[src/rtl/alu_writeback.sv]
// Registered write-back stage behind the ALU: drives the register-file write port,
// sequences the two-register multiply write, and owns the architectural status register.
module alu_writeback #(
    parameter logic [5:0] MUL_OPCODE   = 6'b101010,
    parameter logic [7:0] STATUS_RESET = 8'h00
) (
    input  logic        clk,
    input  logic        reset,
    input  logic        ex_valid,
    output logic        ex_ready,
    input  logic [5:0]  ex_opcode,
    input  logic [2:0]  ex_rd,
    input  logic        ex_wb_en,
    input  logic        ex_flag_en,
    input  logic [15:0] aluout1,
    input  logic [15:0] aluout2,
    input  logic [7:0]  statusregout,
    output logic        rf_we,
    output logic [2:0]  rf_waddr,
    output logic [15:0] rf_wdata,
    output logic [7:0]  status_reg,
    output logic        fwd_valid
);

    typedef enum logic [1:0] {
        IDLE  = 2'd0,
        WB_LO = 2'd1,
        WB_HI = 2'd2
    } state_t;

    state_t      state, state_d;
    logic        accept;
    logic        mul_q;
    logic [2:0]  rd_q;
    logic [15:0] hi_q;
    logic        rf_we_d;
    logic [2:0]  rf_waddr_d;
    logic [15:0] rf_wdata_d;

    // The low-half write data/enable go straight into the output flops at acceptance,
    // so the WB_LO outputs are simply the registered port values.
    always_comb begin
        ex_ready   = !((state == WB_LO) && mul_q);
        accept     = ex_valid && ex_ready;
        state_d    = IDLE;
        rf_we_d    = 1'b0;
        rf_waddr_d = rf_waddr;
        rf_wdata_d = rf_wdata;
        if (accept) begin
            state_d    = WB_LO;
            rf_we_d    = ex_wb_en;
            rf_waddr_d = ex_rd;
            rf_wdata_d = aluout1;
        end else if ((state == WB_LO) && mul_q) begin
            state_d    = WB_HI;
            rf_we_d    = 1'b1;
            rf_waddr_d = rd_q + 3'd1;
            rf_wdata_d = hi_q;
        end
    end

    always_ff @(posedge clk) begin
        if (reset) begin
            state      <= IDLE;
            mul_q      <= 1'b0;
            rf_we      <= 1'b0;
            rf_waddr   <= '0;
            rf_wdata   <= '0;
            status_reg <= STATUS_RESET;
        end else begin
            state    <= state_d;
            rf_we    <= rf_we_d;
            rf_waddr <= rf_waddr_d;
            rf_wdata <= rf_wdata_d;
            if (accept) begin
                mul_q <= (ex_opcode == MUL_OPCODE) && ex_wb_en;
                if (ex_flag_en) begin
                    status_reg <= statusregout;
                end
            end
        end
    end

    always_ff @(posedge clk) begin
        if (accept) begin
            rd_q <= ex_rd;
            hi_q <= aluout2;
        end
    end

    assign fwd_valid = rf_we;

endmodule

[config.mk]
export PLATFORM = sky130hd
export DESIGN_NAME = alu_writeback
export DESIGN_NICKNAME = d
export VERILOG_FILES = /design/src/rtl/alu_writeback.sv
export SDC_FILE = /design/constraint.sdc
export NUM_CORES = 1
export LEC_CHECK = 0
export ABC_AREA = 1
export CAP_MARGIN = 20
export CORE_MARGIN = 4
export CORE_UTILIZATION = 40
export DETAILED_ROUTE_END_ITERATION = 6
export PLACE_DENSITY = 0.76
export REMOVE_ABC_BUFFERS = 1
export SYNTH_ARGS = -nofsm -noshare
export SYNTH_HDL_FRONTEND = slang
export SYNTH_SLANG_ARGS = --single-unit
[constraint.sdc]
create_clock -name clk -period 1.54 [get_ports clk]
set_clock_uncertainty 0.1 [all_clocks]
set_input_delay 0.385 -clock clk [delete_from_list [all_inputs] [get_ports clk]]
set_output_delay 0.385 -clock clk [all_outputs]
set_load 0.01 [all_outputs]
==> run metrics, run 1 <==
max-cap viol count=0; Layout Area Growth over Synthesis=54.5%; # setup viols final=0; RePlAce Congestion=~0.8; final hold violation count=0; CTS Buf Count=5; outcome=complete, no violations; leakage=~0.0014 µW; most common cell after layout, fill and taps aside=clkdlybuf4s50_1; first-pass GRT wire length=slightly above 8 mm; area of the multi-input gates=614 µm²; Die Footprint=approximately 6200 µm²; Clock transition at path regs=approximately 0.09 ns; clock latency on the worst-skew pair=roughly 0.31 ns; layout cell share with drive strength beyond 1=9.63%; Initial Util=between 40% and 50%; max frequency=roughly 700 MHz; Worst setup EP type=output pin; Post-Layout Cell Count=just under 400; setup tns final=0 ns; First-pass DRT Iterations=4; xor and xnor area share after synthesis=0%; grt ovf=0; Crit-path slowest cell=dfxtp_1; Post-layout nets=376; GRT Total Usage=between 10% and 20%; synthesized instance count=229; register area=about 1200 µm²; post-synthesis compound-gate area fraction=a little over an eighth; Seq/Total Area, Yosys=between 50% and 60%; Rows=25; clk root buf=clkbuf_8; Post-Syn Area=2000 µm²; Post-CTS Setup Bufs=0; vias in the first global route=roughly 1800; P per Cell Area=between 900 and 1000 nW/µm²; Hold Crit Class=reg2reg; Startpoint Class=register; I/O pins=84; dpl cells=roughly 380; clock sinks=50; mux contribution to synthesized area=0%; post-route clock period utilization=93.4%; # hold bufs at CTS=0; worst slew pin tran=0.264 ns; YS warnings=0; Remaining DRCs=0; Core Region=approximately 4800 µm²; CP top delay family=flip-flops; filler cell count=429; CP Max Fanout=2; pin count of the biggest net entering global routing=27; CTS tree=built; Max Slew Vio Count=0; Ant. Diodes=0; initial antenna violation count=0; WP buf/inv=1; htree depth=2; Hold Slack=0.416 ns; Slew HR=82.3%; port buffer count=83; die width=~79 µm; synthesized area per cell=approximately 8.7 µm²; Distinct cells, synth=20; CP max stage delay=about 0.34 ns; minimum clock period=~1.4 ns; Critical Path RT=approximately 1.1 ns; CTS max path bufs=2; Vias/cell=4.67; vias=between 1500 and 2000; worst setup path class=reg2out; hpwl dp=between 3 and 4 mm; peak supply drop=0.560 mV; CP arrival=around 0.95 ns; DRT iter0 DRCs=between 80 and 90; largest family of logic cells by synthesized area=simple AND/OR/NAND/NOR gates; post-route ant nets=0; routed wire length=5.21 mm; WL/cell=around 13 µm; die height=78.7 µm; commonest cells after routing, fill and taps aside=clkdlybuf4s50_1 (53), nand2_1 (43), o21ai_0 (34); crit path cell chain=dlygate4sd2_1; Post-Synth Simple-Gate Area=roughly 16%; post-synthesis register bit count=50; Synth Area in Adders=less than 1%
-- synthesized netlist by cell type --
cell      number  share of area (%)
nand2_1       44                8.3
o21ai_0       34                8.5
inv_1         32                6.0
dfxtp_1       31                 31
edfxtp_1      19                 29
a21oi_1       18                4.5
nor2_1        16                3.0
nand3_1       13                3.3
buf_2          4                1.0
clkbuf_1       4               0.75
buf_6          2                1.1
inv_2          2               0.38
nor2_2         2               0.63
o21ai_1        2               0.50
buf_4          1               0.38
clkinv_1       1               0.19
clkinv_2       1               0.25
ha_1           1               0.63
nand2_4        1               0.56
nand3_2        1               0.50
-- cell families (layout without fill, tap and decap cells) --
kind of cell,count (synthesis),in the layout
AO/OA/AOI/OAI,54,54
AND/OR/NAND/NOR,77,77
flip-flops,50,50
adder cells (fa/ha/maj),1,1
buffers and inverters,47,140
-- metal layers --
layer  vias up  wire [µm]  GRT usage (%)  part of all wire [%]
li1        914          -              -                     -
met2        62       2440           27.9                    47
met4         0        119           8.39                   2.3
met3        12        378           5.67                   7.3
met5         -          0              0                     0
met1       827       2260           20.6                    43
-- area by class of cell --
cell class                      instances  area share (%)
Inverter                               36            4.41
Multi-Input combinational cell        132            19.9
Sequential cell                        50            38.6
Clock inverter                          2            1.26
Clock buffer                            6            2.67
Timing Repair Buffer                   96            30.5
Tap cell                               67            2.71
-- repair_timing --
item	4_1_cts	5_1_grt
endpoints found under the hold margin	0	0
setup endpoints to repair	30	24
pin swaps	0	0
gates resized for setup	32	4
gates cloned	0	0
-- final timing paths --
| kind | start | endpoint | slack [ns] | cells after the start |
|---|---|---|---|---|
| worst min register to register | status_reg[3] | status_reg[3] | 0.42 | 4 |
| worst min-delay path | status_reg[3] | status_reg[3] | 0.42 | 4 |
| worst max register to register | state[1] | rf_wdata[10] | 0.18 | 6 |
| worst max-delay path | rf_wdata[15] | rf_wdata[15] | 0.10 | 1 |
-- through the flow --
stage | worst slack (ns) | cell area, µm² | util [%] | power (µW)
3_5_place_dp | -0.315 | 3000 | 62.6 | 2010
4_1_cts | 0.00716 | 3080 | 64.4 | 2940
3_3_place_gp | -0.257 | 3000 | 62.6 | 2000
2_1_floorplan | -0.542 | 1930 | - | 1680
5_1_grt | -0.00576 | 3090 | 64.5 | 3050
6_report | 0.101 | 3090 | 64.5 | 2920
-- report_power, final --
group	internal [µW]	switching, µW	leakage (µW)	total (µW)
Combinational	254	196	0.000920	449
Clock	534	449	0.0000618	984
Sequential	1460	34.7	0.000443	1490
Total	2240	680	0.00143	2920
Power figures use the tool's default switching activity.
==> run 2: changes to the inputs <==
ABC_CLOCK_PERIOD_IN_PS = 1540   (was default)
==> results of run 2 <==
The final DEF is identical to that of run 1; final timing and power are the same.
